$ cat src/rtl/instr_fetch_unit_if.sv
// Fetch-stage bus: RAM read port on one side, instruction handoff and redirect on the other.
interface instr_fetch_unit_if #(
  parameter int unsigned ADDR_WIDTH = 26,
  parameter int unsigned DATA_WIDTH = 32
);
  logic                  fetch_en;
  logic [ADDR_WIDTH-1:0] mem_addr;
  logic                  mem_cs;
  logic                  mem_oe;
  logic                  mem_we;
  logic [DATA_WIDTH-1:0] mem_rdata;
  logic [DATA_WIDTH-1:0] ir;
  logic [ADDR_WIDTH-1:0] ir_pc;
  logic                  ir_valid;
  logic                  ir_ready;
  logic                  redirect_valid;
  logic [ADDR_WIDTH-1:0] redirect_pc;

  modport master (
    input  fetch_en, mem_rdata, ir_ready, redirect_valid, redirect_pc,
    output mem_addr, mem_cs, mem_oe, mem_we, ir, ir_pc, ir_valid
  );

  modport slave (
    output fetch_en, mem_rdata, ir_ready, redirect_valid, redirect_pc,
    input  mem_addr, mem_cs, mem_oe, mem_we, ir, ir_pc, ir_valid
  );
endinterface

$ cat src/rtl/instr_fetch_unit.sv
// Instruction fetch stage: owns the PC, reads the instruction RAM and hands
// each instruction with its address to execute over a valid/ready handshake.
module instr_fetch_unit #(
  parameter int unsigned           ADDR_WIDTH   = 26,
  parameter int unsigned           DATA_WIDTH   = 32,
  parameter logic [ADDR_WIDTH-1:0] RESET_PC     = ADDR_WIDTH'('h100),
  parameter int unsigned           PC_STEP      = 2,
  parameter int unsigned           READ_LATENCY = 2
) (
  input logic                clk,
  input logic                rst,
  instr_fetch_unit_if.master bus
);

  localparam int unsigned LAT_W = $clog2(READ_LATENCY + 1);
  localparam logic [LAT_W-1:0] LAT_LAST = LAT_W'(READ_LATENCY);
  localparam logic [ADDR_WIDTH-1:0] STEP = ADDR_WIDTH'(PC_STEP);

  typedef enum logic [1:0] {IDLE, WAIT, HOLD} state_t;

  state_t                state_q, state_d;
  logic [ADDR_WIDTH-1:0] pc_q, pc_d;
  logic [ADDR_WIDTH-1:0] fetch_addr_q, fetch_addr_d;
  logic [ADDR_WIDTH-1:0] mem_addr_q, mem_addr_d;
  logic                  mem_cs_q, mem_cs_d;
  logic                  mem_oe_q, mem_oe_d;
  logic [DATA_WIDTH-1:0] ir_q, ir_d;
  logic [ADDR_WIDTH-1:0] ir_pc_q, ir_pc_d;
  logic                  ir_valid_q, ir_valid_d;
  logic [LAT_W-1:0]      lat_cnt_q, lat_cnt_d;
  logic                  launch;
  logic [ADDR_WIDTH-1:0] launch_addr;

  // Next-state logic; a redirect overrides whatever the state decided.
  always_comb begin
    state_d      = state_q;
    pc_d         = pc_q;
    fetch_addr_d = fetch_addr_q;
    mem_addr_d   = mem_addr_q;
    mem_cs_d     = mem_cs_q;
    mem_oe_d     = mem_oe_q;
    ir_d         = ir_q;
    ir_pc_d      = ir_pc_q;
    ir_valid_d   = ir_valid_q;
    lat_cnt_d    = lat_cnt_q;
    launch       = 1'b0;
    launch_addr  = pc_q;

    case (state_q)
      IDLE: begin
        if (bus.fetch_en) launch = 1'b1;
      end
      WAIT: begin
        if (lat_cnt_q == LAT_LAST) begin
          ir_d       = bus.mem_rdata;
          ir_pc_d    = fetch_addr_q;
          ir_valid_d = 1'b1;
          mem_cs_d   = 1'b0;
          mem_oe_d   = 1'b0;
          state_d    = HOLD;
        end else begin
          lat_cnt_d = lat_cnt_q + LAT_W'(1);
        end
      end
      HOLD: begin
        if (bus.ir_ready) begin
          ir_valid_d = 1'b0;
          if (bus.fetch_en) launch = 1'b1;
          else              state_d = IDLE;
        end
      end
      default: state_d = IDLE;
    endcase

    // Any completed handshake has already happened above; the redirect then flushes.
    if (bus.redirect_valid) begin
      ir_d        = ir_q;
      ir_pc_d     = ir_pc_q;
      ir_valid_d  = 1'b0;
      pc_d        = bus.redirect_pc;
      launch      = bus.fetch_en;
      launch_addr = bus.redirect_pc;
      if (!bus.fetch_en) begin
        mem_cs_d = 1'b0;
        mem_oe_d = 1'b0;
        state_d  = IDLE;
      end
    end

    if (launch) begin
      mem_addr_d   = launch_addr;
      fetch_addr_d = launch_addr;
      mem_cs_d     = 1'b1;
      mem_oe_d     = 1'b1;
      pc_d         = launch_addr + STEP;
      lat_cnt_d    = LAT_W'(1);
      state_d      = WAIT;
    end
  end

  always_ff @(posedge clk or posedge rst) begin
    if (rst) begin
      state_q      <= IDLE;
      pc_q         <= RESET_PC;
      fetch_addr_q <= '0;
      mem_addr_q   <= '0;
      mem_cs_q     <= 1'b0;
      mem_oe_q     <= 1'b0;
      ir_q         <= '0;
      ir_pc_q      <= '0;
      ir_valid_q   <= 1'b0;
      lat_cnt_q    <= '0;
    end else begin
      state_q      <= state_d;
      pc_q         <= pc_d;
      fetch_addr_q <= fetch_addr_d;
      mem_addr_q   <= mem_addr_d;
      mem_cs_q     <= mem_cs_d;
      mem_oe_q     <= mem_oe_d;
      ir_q         <= ir_d;
      ir_pc_q      <= ir_pc_d;
      ir_valid_q   <= ir_valid_d;
      lat_cnt_q    <= lat_cnt_d;
    end
  end

  assign bus.mem_addr = mem_addr_q;
  assign bus.mem_cs   = mem_cs_q;
  assign bus.mem_oe   = mem_oe_q;
  assign bus.mem_we   = 1'b0;
  assign bus.ir       = ir_q;
  assign bus.ir_pc    = ir_pc_q;
  assign bus.ir_valid = ir_valid_q;

endmodule
$ cat src/flat_wrapper.sv
// flat-port wrapper written by rule: the top's interface ports become plain ports
module instr_fetch_unit_flat 
#(
  parameter int unsigned           ADDR_WIDTH   = 26,
  parameter int unsigned           DATA_WIDTH   = 32,
  parameter logic [ADDR_WIDTH-1:0] RESET_PC     = ADDR_WIDTH'('h100),
  parameter int unsigned           PC_STEP      = 2,
  parameter int unsigned           READ_LATENCY = 2
)
  (clk, rst, bus_fetch_en, bus_mem_rdata, bus_ir_ready, bus_redirect_valid, bus_redirect_pc, bus_mem_addr, bus_mem_cs, bus_mem_oe, bus_mem_we, bus_ir, bus_ir_pc, bus_ir_valid);
  instr_fetch_unit_if #(.ADDR_WIDTH(ADDR_WIDTH), .DATA_WIDTH(DATA_WIDTH)) bus_i ();
  input logic clk;
  input logic rst;
  input wire logic [$bits(bus_i.fetch_en)-1:0] bus_fetch_en;
  input wire logic [$bits(bus_i.mem_rdata)-1:0] bus_mem_rdata;
  input wire logic [$bits(bus_i.ir_ready)-1:0] bus_ir_ready;
  input wire logic [$bits(bus_i.redirect_valid)-1:0] bus_redirect_valid;
  input wire logic [$bits(bus_i.redirect_pc)-1:0] bus_redirect_pc;
  output wire logic [$bits(bus_i.mem_addr)-1:0] bus_mem_addr;
  output wire logic [$bits(bus_i.mem_cs)-1:0] bus_mem_cs;
  output wire logic [$bits(bus_i.mem_oe)-1:0] bus_mem_oe;
  output wire logic [$bits(bus_i.mem_we)-1:0] bus_mem_we;
  output wire logic [$bits(bus_i.ir)-1:0] bus_ir;
  output wire logic [$bits(bus_i.ir_pc)-1:0] bus_ir_pc;
  output wire logic [$bits(bus_i.ir_valid)-1:0] bus_ir_valid;
  assign bus_i.fetch_en = bus_fetch_en;
  assign bus_i.mem_rdata = bus_mem_rdata;
  assign bus_i.ir_ready = bus_ir_ready;
  assign bus_i.redirect_valid = bus_redirect_valid;
  assign bus_i.redirect_pc = bus_redirect_pc;
  assign bus_mem_addr = bus_i.mem_addr;
  assign bus_mem_cs = bus_i.mem_cs;
  assign bus_mem_oe = bus_i.mem_oe;
  assign bus_mem_we = bus_i.mem_we;
  assign bus_ir = bus_i.ir;
  assign bus_ir_pc = bus_i.ir_pc;
  assign bus_ir_valid = bus_i.ir_valid;
  instr_fetch_unit #(.ADDR_WIDTH(ADDR_WIDTH), .DATA_WIDTH(DATA_WIDTH), .RESET_PC(RESET_PC), .PC_STEP(PC_STEP), .READ_LATENCY(READ_LATENCY)) u_core (.clk(clk), .rst(rst), .bus(bus_i));
endmodule
$ cat config.mk
export PLATFORM = sky130hd
export DESIGN_NAME = instr_fetch_unit_flat
export DESIGN_NICKNAME = d
export VERILOG_FILES = /design/src/rtl/instr_fetch_unit_if.sv /design/src/rtl/instr_fetch_unit.sv /design/src/flat_wrapper.sv
export SDC_FILE = /design/constraint.sdc
export NUM_CORES = 1
export LEC_CHECK = 0
export ABC_AREA = 1
export CORE_ASPECT_RATIO = 0.5
export CORE_MARGIN = 3
export CORE_UTILIZATION = 52
export CTS_CLUSTER_SIZE = 10
export DETAILED_ROUTE_END_ITERATION = 8
export PLACE_DENSITY = 0.86
export RECOVER_POWER = 50
export SETUP_SLACK_MARGIN = 0.05
export SYNTH_ARGS = -nofsm -noshare
export SYNTH_HDL_FRONTEND = slang
export SYNTH_SLANG_ARGS = --single-unit
$ cat constraint.sdc
create_clock -name clk -period 7.35 [get_ports clk]
set_input_delay 0.735 -clock clk [delete_from_list [all_inputs] [get_ports clk]]
set_output_delay 0.735 -clock clk [all_outputs]
set_load 0.03 [all_outputs]
==> out/metrics.yaml, run 1 <==
timing:
  timing.final.hold_violations: 0
  worst_hold_slack_ns: 0.475
  grt_setup_unrepaired: "no"
  finalSetupTns_ns: 0
  slew_viol_final: 54
  fin_worst_skew_ns: 0.00596
  endpoints_failing_setup: 0
  worst_pin_slew_ns: 2.37
  final_period_minus_worst_setup_slack_ns: 4.59
  final_min_period_over_clock_period: 0.624
  timing.slew.headroom: -0.589
  setup_slack_ns: 2.76
  fmax_mhz: 218
final_layout:
  antenna_cells: 0
  finalNetCount: 778
  finish.cell_count_without_fillers: 859
  fill_cells: 634
  layout_area_growth_over_synthesis_pct: 41.0
  drive_above_1_share: 0.148
synth:
  combinational_family_with_the_most_area_after_synthesis: "simple AND/OR/NAND/NOR gates"
  ys_top_cells_by_count: "sky130_fd_sc_hd__nand2_1 (190), sky130_fd_sc_hd__dfrtp_1 (116), sky130_fd_sc_hd__mux2_2 (51), sky130_fd_sc_hd__inv_1 (46), sky130_fd_sc_hd__o21ai_0 (37)"
  mappedNetlistArea_um2: 5300
  post_synth_and_or_nand_nor_area_fraction: 0.210
  postSynth.asyncResetShare: 1.00
  count_of_flip_flops_with_a_built_in_enable_after_synthesis: 0
  synth_ff_type: "sky130_fd_sc_hd__dfrtp_1"
  synthMuxAreaShare: 0.108
  synthXorXnorAreaFrac: 0.0132
  synth-warning-count: 0
  number_of_standard_cells_after_synthesis: 562
  synth.largest_area_cell: "sky130_fd_sc_hd__dfrtp_1"
  synth_fa_ha_area_frac: 0.00472
  largest_cells_by_area_after_synthesis: "sky130_fd_sc_hd__dfrtp_1 (55%), sky130_fd_sc_hd__nand2_1 (13%), sky130_fd_sc_hd__mux2_2 (11%)"
  post_synth_num_cell_types: 34
  synth_compound_gate_area_share: 0.0495
  post-synth-top-area-fraction: 0.547
  post_synth.cell_area_avg_um2: 9.44
  synth_sequential_area_ratio: 0.552
  synth.ff_latch_count: 117
  synth_most_common_cell: "sky130_fd_sc_hd__nand2_1"
  postSynthNetCount: 627
clock_tree:
  cts-hold-fix-buffers: 0
  cts-root-to-sink-buffers: 2
  htreeDepth: 4
  tritoncts_buffer_count: 17
  ctsRootBufferMaster: "sky130_fd_sc_hd__clkbuf_16"
  cts.sink_count: 117
  clkTransAtPathRegs_ns: 0.05
  cts_post_setup_buffers_inserted: 0
  cts_tree: "built"
  postCtsResizedCells: 0
  insertion_delay_ns: 0.40
run_status:
  status: "complete, but fails checks"
  violations_in_the_final_reports: "max-capacitance violations, max-slew violations"
global_routing:
  global_route.overflow_total: 0
  first_global_vias: 4379
  grt_first_pass_wirelength_um: 22000
  grt_start_max_net_pins: 66
  grt.total_usage: 0.240
  grt_antenna_before_repair: 0
floorplan:
  dieArea_um2: 11500
  die_height_um: 77.4
  floorplan.core_area_um2: 9700
  die_w_um: 149
  starting_density: 0.547
  floorplan.rows: 25
  io_pins: 151
power_and_ir_drop:
  power.leakage_nw: 3.65
  cellPowerDensity_nw_per_um2: 384
  max-vdd-ir-drop_uv: 204
setup_path:
  critical_path_arrival_ns: 4.88
  cp_max_fo: 34
  setup.worst_path.start_class: "input pin"
  critPathRequiredTime_ns: 7.64
  timing_worst_setup_path_type: "input pin to register"
  worstSetupEndpointType: "register"
place:
  dp_hpwl_um: 9040
  place_worst_setup_slack_ns: 3.91
  routabilityCongestion: 0.906
  dpl.cell_count: 829
  io_buffers: 149
routing:
  vias_per_cell: 5.16
  wirelength_um: 13600
  remaining_drc_errors: 0
  wl_per_cell_um: 15.8
  firstDrtPassIters: 5
  num_vias: 4429
  ant_nets: 0
  first_iter_violations: 320
job:
  max_cap_violations: 1
worst_hold_path:
  hold_path_class: "register to register"
## metal layers
| metal | track usage | wire, µm |
|---|---|---|
| met5 | 0 | 0 |
| met4 | 0.0740 | 199 |
| met3 | 0.0508 | 999 |
| met2 | 0.400 | 6570 |
| met1 | 0.319 | 5780 |
## final timing paths
path,slack (ns),to,depth (start not counted),start
max,2.76,u_core.pc_q[25],9,bus_redirect_valid
min reg2reg,0.48,u_core.bus.ir_pc[18],2,u_core.bus.ir_pc[18]
min in group asynchronous,1.45,u_core.bus.ir[12],2,rst
max in group asynchronous,4.28,u_core.pc_q[23],3,rst
min,0.48,u_core.bus.ir_pc[18],2,u_core.bus.ir_pc[18]
max reg2reg,5.15,u_core.pc_q[25],8,u_core.state_q[0]
## stage by stage
| stage | instance area (µm²) | total power, mW | utilization |
|---|---|---|---|
| floorplan | 5300 | 1.58 | - |
| global placement | 6850 | 2.02 | 0.706 |
| detailed placement | 6850 | 2.05 | 0.706 |
| CTS | 7480 | 2.96 | 0.772 |
| global route | 7480 | 3.00 | 0.771 |
| finish | 7480 | 2.87 | 0.771 |
## placed cells by master, fill, tap and decap left out, drive strengths merged
| master | n |
|---|---|
| inv | 47 |
| bufinv | 5 |
| ha | 2 |
| a31o | 2 |
| clkinv | 3 |
| nor2 | 39 |
| xnor2 | 1 |
| a31oi | 2 |
| buf | 2 |
| xor2 | 7 |
| conb | 1 |
| nor3 | 3 |
| nand2 | 196 |
| clkinvlp | 2 |
| mux2 | 51 |
| or2 | 1 |
| nand3b | 2 |
| dfrtp | 116 |
| and2 | 2 |
| dlygate4sd3 | 88 |
| dfstp | 1 |
| nand3 | 19 |
| a21oi | 3 |
| nand4 | 4 |
| o21ai | 42 |
| clkbuf | 22 |
| clkdlybuf4s50 | 61 |
## critical path: stages
cell and delay, ns:
sky130_fd_sc_hd__clkdlybuf4s50_1 0.45, sky130_fd_sc_hd__clkbuf_1 0.98, sky130_fd_sc_hd__inv_1 0.97, sky130_fd_sc_hd__a21oi_2 0.93, sky130_fd_sc_hd__nand2_1 0.32, sky130_fd_sc_hd__nor2_4 0.26
sky130_fd_sc_hd__nand2_1 0.08, sky130_fd_sc_hd__nand2_1 0.07, sky130_fd_sc_hd__nand2_1 0.05
## kinds of logic after synthesis
family                     Yosys count
muxes                               51
other                                1
buffers and inverters               68
xor gates and xnor gates             8
adders and majority gates            2
AOI/OAI and AO/OA                   49
and+or+nand+nor                    266
DFF                                117
## where the power goes
group / leakage, nW / total [mW] / internal (mW) / switching, mW
Clock: 0.309 / 0.896 / 0.615 / 0.281
Combinational: 1.87 / 1.03 / 0.415 / 0.619
Sequential: 1.46 / 0.943 / 0.847 / 0.0962
## flip-flops by register name (all words and copies together), names as in the netlist
| register | count |
|---|---|
| u_core.bus.mem_oe | 1 |
| u_core.state_q | 2 |
| u_core.fetch_addr_q | 26 |
| u_core.bus.ir_valid | 1 |
| u_core.pc_q | 26 |
| u_core.bus.ir | 32 |
| u_core.bus.mem_cs | 1 |
| u_core.lat_cnt_q | 2 |
| u_core.bus.ir_pc | 26 |
## area by class of cell
class	instances	area [µm²]	area share
flip-flops and latches	117	2930	0.392
well taps	135	169	0.0226
clock inverters	9	176	0.0236
inverters	48	181	0.0243
clock buffers	21	460	0.0616
repair buffers	152	1510	0.202
multi-input cells	377	2050	0.274
No activity file was read; power rests on OpenSTA's default activity.
==> inputs of run 2 (changes only) <==
--- a/config.mk
+++ b/config.mk
@@ -8,10 +8,10 @@
 export ABC_AREA = 1
 export CORE_ASPECT_RATIO = 0.5
 export CORE_MARGIN = 3
-export CORE_UTILIZATION = 52
+export CORE_UTILIZATION = 43
 export CTS_CLUSTER_SIZE = 10
 export DETAILED_ROUTE_END_ITERATION = 8
-export PLACE_DENSITY = 0.86
+export PLACE_DENSITY = 0.76
 export RECOVER_POWER = 50
 export SETUP_SLACK_MARGIN = 0.05
 export SYNTH_ARGS = -nofsm -noshare
==> constraint.sdc (replaced) <==
create_clock -name clk -period 3.7 [get_ports clk]
set_input_delay 0.37 -clock clk [delete_from_list [all_inputs] [get_ports clk]]
set_output_delay 0.37 -clock clk [all_outputs]
set_load 0.03 [all_outputs]
==> run 2 against run 1 <==
  * Critical path type unchanged
  * Die area up 20%
  * Highest routed layer unchanged
  * Utilization decreased by 12 points
  * Clock power is 96% higher
  * Cell count is 3.0% higher
  * The flow still finishes with violations (max-capacitance violations, max-slew violations)
  * Routed wire length about the same
==> out/metrics.yaml, run 2 (synthesis gave the netlist of run 1 again) <==
run_status:
  status: "complete, but fails checks"
  violations_in_the_final_reports: "max-capacitance violations, max-slew violations"
clock_tree:
  ctsRootBufferMaster: "sky130_fd_sc_hd__clkbuf_16"
  cts_post_setup_buffers_inserted: 0
  tritoncts_buffer_count: 17
  cts-root-to-sink-buffers: 2
  postCtsResizedCells: 0
  cts.sink_count: 117
  insertion_delay_ns: 0.41
  clkTransAtPathRegs_ns: 0.05
  cts_tree: "built"
  cts-hold-fix-buffers: 0
  htreeDepth: 4
floorplan:
  floorplan.rows: 27
  starting_density: 0.462
  die_height_um: 84.5
  io_pins: 151
  dieArea_um2: 13800
  floorplan.core_area_um2: 11500
  die_w_um: 163
timing:
  fin_worst_skew_ns: 0.00742
  final_min_period_over_clock_period: 0.759
  slew_viol_final: 52
  fmax_mhz: 356
  worst_hold_slack_ns: 0.485
  timing.final.hold_violations: 0
  final_period_minus_worst_setup_slack_ns: 2.81
  grt_setup_unrepaired: "no"
  endpoints_failing_setup: 0
  timing.slew.headroom: -0.607
  worst_pin_slew_ns: 2.40
  finalSetupTns_ns: 0
global_routing:
  global_route.overflow_total: 0
  first_global_vias: 4267
  grt_start_max_net_pins: 67
  grt.total_usage: 0.205
  grt_antenna_before_repair: 0
  grt_first_pass_wirelength_um: 22200
power_and_ir_drop:
  net-switching-power_mw: 1.99
  cellPowerDensity_nw_per_um2: 766
  internal-power_mw: 3.78
  switching_share: 0.345
  power.leakage_nw: 3.57
  clockPowerShare: 0.305
  comb_power_share: 0.368
  max-vdd-ir-drop_uv: 386
  finalPower_mw: 5.77
  sequentialPowerShare: 0.327
place:
  place_area_um2: 6910
  dp_hpwl_um: 9470
  routabilityCongestion: 0.881
  io_buffers: 149
  dpl.cell_count: 854
worst_hold_path:
  hold_path_class: "register to register"
  hold_path_startpoint: "u_core.pc_q[0]"
routing:
  wirelength_um: 13600
  num_vias: 4318
  ant_nets: 0
  remaining_drc_errors: 0
  vias_per_cell: 4.88
  firstDrtPassIters: 5
  first_iter_violations: 349
  wl_per_cell_um: 15.3
setup_path:
  worst-r2r-setup-slack_ns: 1.55
  critical_path_arrival_ns: 3.11
  worstSetupEndpointType: "register"
  worstSetupStartpoint: "bus_redirect_valid"
  setup.worst_path.start_class: "input pin"
  worst_r2r_path_depth: 7
  timing.critical_path.slowest_cell_delay_ns: 0.87
  critPathBufInv: 3
  timing_worst_setup_path_type: "input pin to register"
  crit_slowest_cell: "sky130_fd_sc_hd__inv_1"
  r2r-end: "u_core.bus.ir_pc[10]"
  critPathRequiredTime_ns: 4.00
  crit_family: "buffers and inverters"
  crit_chain: "clkdlybuf4s50_1 > inv_1 > nand2_2 > buf_12 > mux2_2"
  cp_max_fo: 34
  timing.rr.start: "u_core.lat_cnt_q[0]"
  critical_path_destination: "u_core.bus.ir_pc[10]"
  crit_cells: 5
final_layout:
  number_of_flip_flops_in_the_largest_register: 32
  drive_above_1_share: 0.149
  finish.cell_count_without_fillers: 885
  antenna_cells: 0
  layout_area_growth_over_synthesis_pct: 42.1
  layout_commonest_cell: "sky130_fd_sc_hd__nand2_1"
  layout.cell_area.non_filler_um2: 7530
  mostFrequentLayoutCells: "sky130_fd_sc_hd__nand2_1 (189), sky130_fd_sc_hd__clkdlybuf4s50_1 (120), sky130_fd_sc_hd__dfrtp_1 (116)"
  finalNetCount: 779
job:
  max_cap_violations: 1
run 2: worst min-delay path, stage by stage (launching register included):
cell	delay, ns
sky130_fd_sc_hd__dfrtp_1	0.32
sky130_fd_sc_hd__nand2_1	0.05
sky130_fd_sc_hd__nand2_1	0.07
run 2: worst min-delay path by stage:
stage	endpoint	depth (start not counted)
2_1_floorplan	u_core.pc_q[0]	2
3_3_place_gp	u_core.pc_q[0]	2
3_5_place_dp	u_core.pc_q[0]	2
4_1_cts	u_core.bus.ir[9]	2
5_1_grt	u_core.bus.ir[17]	1
6_report	u_core.pc_q[0]	2
run 2: stage by stage:
stage | util | worst slack [ns]
final | 0.656 | 0.890
after detailed placement | 0.602 | 0.967
after global routing | 0.656 | 0.709
after floorplan | - | 0.231
after global placement | 0.602 | 0.989
after CTS | 0.657 | 1.40
run 2: power groups by stage:
stage          clock, mW  combinational, mW  sequential, mW
2_1_floorplan          0              0.533            2.61
3_3_place_gp           0               2.15            1.89
3_5_place_dp           0               2.19            1.91
4_1_cts             1.79               2.20            1.89
5_1_grt             1.86               2.25            1.94
6_report            1.76               2.12            1.89
run 2: area by class of cell:
| class | instances | area, µm² |
|---|---|---|
| fillers | 920 | 3950 |
| flip-flops and latches | 117 | 2930 |
| multi-input cells | 377 | 2050 |
| repair buffers | 153 | 1540 |
| clock buffers | 23 | 488 |
| well taps | 159 | 199 |
| inverters | 48 | 181 |
| clock inverters | 8 | 146 |
run 2: layer usage:
layer  part of all wire  vias to the layer above  global-route usage
li1                   -                     2092                   -
met1               0.47                     2061               0.283
met2               0.46                      144               0.319
met3              0.059                       21              0.0439
met4              0.015                        0              0.0814
met5                  0                        -                   0
==> inputs of run 3 (changes only) <==
--- a/config.mk
+++ b/config.mk
@@ -8,10 +8,10 @@
 export ABC_AREA = 1
 export CORE_ASPECT_RATIO = 0.5
 export CORE_MARGIN = 3
-export CORE_UTILIZATION = 43
+export CORE_UTILIZATION = 48
 export CTS_CLUSTER_SIZE = 10
 export DETAILED_ROUTE_END_ITERATION = 8
-export PLACE_DENSITY = 0.76
+export PLACE_DENSITY = 0.8
 export RECOVER_POWER = 50
 export SETUP_SLACK_MARGIN = 0.05
 export SYNTH_ARGS = -nofsm -noshare
==> constraint.sdc (replaced) <==
create_clock -name clk -period 2.9 [get_ports clk]
set_input_delay 0.29 -clock clk [delete_from_list [all_inputs] [get_ports clk]]
set_output_delay 0.29 -clock clk [all_outputs]
set_load 0.03 [all_outputs]
==> run 3 against run 2 <==
  * The flow still finishes with violations (max-capacitance violations, max-slew violations)
  * Critical path depth is 1 higher
  * Count of clock-buffer cells in the layout is 6 lower
  * Setup slack worse by 0.35 ns
  * Routed wire length is 1.1% higher
  * Clock skew is 0.00087 ns lower
  * Cell count is 1.4% lower
  * Clock power is 35% higher
  * Largest power group unchanged
  * Highest routed layer unchanged
==> out/metrics.yaml, run 3 (synthesis gave the netlist of run 1 again) <==
timing:
  timing.final.hold_violations: 0
  fmax_mhz: 423
  final_period_minus_worst_setup_slack_ns: 2.36
  timing.slew.headroom: -0.106
  endpoints_failing_setup: 0
  grt_setup_unrepaired: "no"
  worst_pin_slew_ns: 1.66
  finalSetupTns_ns: 0
  worst_hold_slack_ns: 0.450
  setup_slack_ns: 0.537
  slew_viol_final: 33
  fin_worst_skew_ns: 0.00655
  final_min_period_over_clock_period: 0.815
setup_path:
  timing.critical_path.slowest_cell_delay_ns: 0.57
  cp_max_fo: 47
  crit_chain: "dlygate4sd3_1 > inv_1 > buf_4 > nand2_2 > clkbuf_2 > mux2_2"
  setup.worst_path.start_class: "input pin"
  worstSetupEndpointType: "register"
  critPathRequiredTime_ns: 3.19
  crit_slowest_cell: "sky130_fd_sc_hd__clkbuf_2"
  critical_path_arrival_ns: 2.66
  critical_path_destination: "u_core.bus.ir[6]"
  timing_worst_setup_path_type: "input pin to register"
  worst_r2r_path_depth: 7
  timing.rr.start: "u_core.lat_cnt_q[0]"
  crit_family: "buffers and inverters"
  critPathBufInv: 4
  r2r-end: "u_core.bus.ir[6]"
  worst-r2r-setup-slack_ns: 0.63
  crit_cells: 6
  worstSetupStartpoint: "bus_redirect_valid"
final_layout:
  layout_commonest_cell: "sky130_fd_sc_hd__nand2_1"
  number_of_flip_flops_in_the_largest_register: 32
  mostFrequentLayoutCells: "sky130_fd_sc_hd__nand2_1 (191), sky130_fd_sc_hd__clkdlybuf4s50_1 (147), sky130_fd_sc_hd__dfrtp_1 (116)"
  fill_cells: 751
  layout_area_growth_over_synthesis_pct: 42.4
  antenna_cells: 0
  finalNetCount: 785
  layout.cell_area.non_filler_um2: 7550
  drive_above_1_share: 0.154
place:
  routabilityCongestion: 0.894
  io_buffers: 149
  place_worst_setup_slack_ns: 0.481
  dp_hpwl_um: 9740
  place_area_um2: 6930
clock_tree:
  ctsRootBufferMaster: "sky130_fd_sc_hd__clkbuf_16"
  clkTransAtPathRegs_ns: 0.06
  cts_post_setup_buffers_inserted: 0
  tritoncts_buffer_count: 17
  cts.sink_count: 117
  postCtsResizedCells: 0
  cts_tree: "built"
  cts-hold-fix-buffers: 0
  htreeDepth: 4
  insertion_delay_ns: 0.41
  cts-root-to-sink-buffers: 2
routing:
  first_iter_violations: 335
  ant_nets: 0
  wirelength_um: 13700
  vias_per_cell: 4.99
  remaining_drc_errors: 0
  firstDrtPassIters: 5
  wl_per_cell_um: 15.7
  num_vias: 4359
floorplan:
  die_w_um: 155
  dieArea_um2: 12400
  floorplan.rows: 26
  io_pins: 151
  floorplan.core_area_um2: 10500
  starting_density: 0.506
  die_height_um: 80.3
power_and_ir_drop:
  cellPowerDensity_nw_per_um2: 1000
  max-vdd-ir-drop_uv: 458
  power.leakage_nw: 3.55
run_status:
  violations_in_the_final_reports: "max-capacitance violations, max-slew violations"
  status: "complete, but fails checks"
worst_hold_path:
  hold_path_class: "input pin to register"
job:
  max_cap_violations: 1
global_routing:
  global_route.overflow_total: 0
  grt_start_max_net_pins: 86
  grt_antenna_before_repair: 0
  first_global_vias: 4286
  grt_first_pass_wirelength_um: 21800
  grt.total_usage: 0.228
-- run 3: cell types whose count changed in the layout (fill, tap and decap cells not counted), sizes merged --
cell	change
inv	+6
clkdlybuf4s50	+27
clkbuf	-4
buf	+4
bufinv	+1
dlygate4sd3	-27
-- run 3: tightest hold or removal path, cell delays in order --
cell and delay (ns):
sky130_fd_sc_hd__clkdlybuf4s50_1 0.40, sky130_fd_sc_hd__nand2_1 0.06, sky130_fd_sc_hd__nand2_1 0.06
-- run 3: cell type report --
cell class                 count  area, µm²  share of cell area
clock buffer                  17        425              0.0563
inverter                      48        181              0.0240
tap                          140        175              0.0232
sequential                   117       2930               0.388
clock inverter                15        241              0.0320
multi-input combinational    377       2030               0.269
timing repair buffer         159       1570               0.208
-- run 3: where the power goes --
group / total, mW / internal (mW) / switching, mW
logic: 2.79 / 1.22 / 1.56
registers: 2.41 / 2.15 / 0.265
clock network: 2.38 / 1.55 / 0.827
total: 7.57 / 4.92 / 2.66
-- run 3: per-layer routing --
layer  global-route usage  wire length, µm  vias to the layer above
li1                     -                -                     2115
met1                0.304             6250                     2081
met2                0.377             6510                      144
met3               0.0452              751                       19
met4               0.0802              194                        0
met5                    0                0                        -
-- run 3: worst min path at each step --
stage	from	to	slack (ns)	cells after the start
after CTS	rst	u_core.bus.ir[1]	0.38	3
after detailed placement	u_core.pc_q[0]	u_core.pc_q[0]	0.46	2
after global routing	bus_mem_rdata[30]	u_core.bus.ir[30]	0.48	2
after floorplan	bus_ir_ready	u_core.bus.ir_valid	0.37	1
after global placement	u_core.pc_q[0]	u_core.pc_q[0]	0.46	2
final	bus_redirect_pc[0]	u_core.pc_q[0]	0.45	3
-- run 3: stage by stage --
stage | power [mW] | util | instances
2_1_floorplan | 4.01 | - | 562
3_3_place_gp | 5.16 | 0.662 | 841
3_5_place_dp | 5.24 | 0.662 | 841
4_1_cts | 7.66 | 0.725 | 873
5_1_grt | 7.91 | 0.721 | 873
6_report | 7.57 | 0.721 | 873
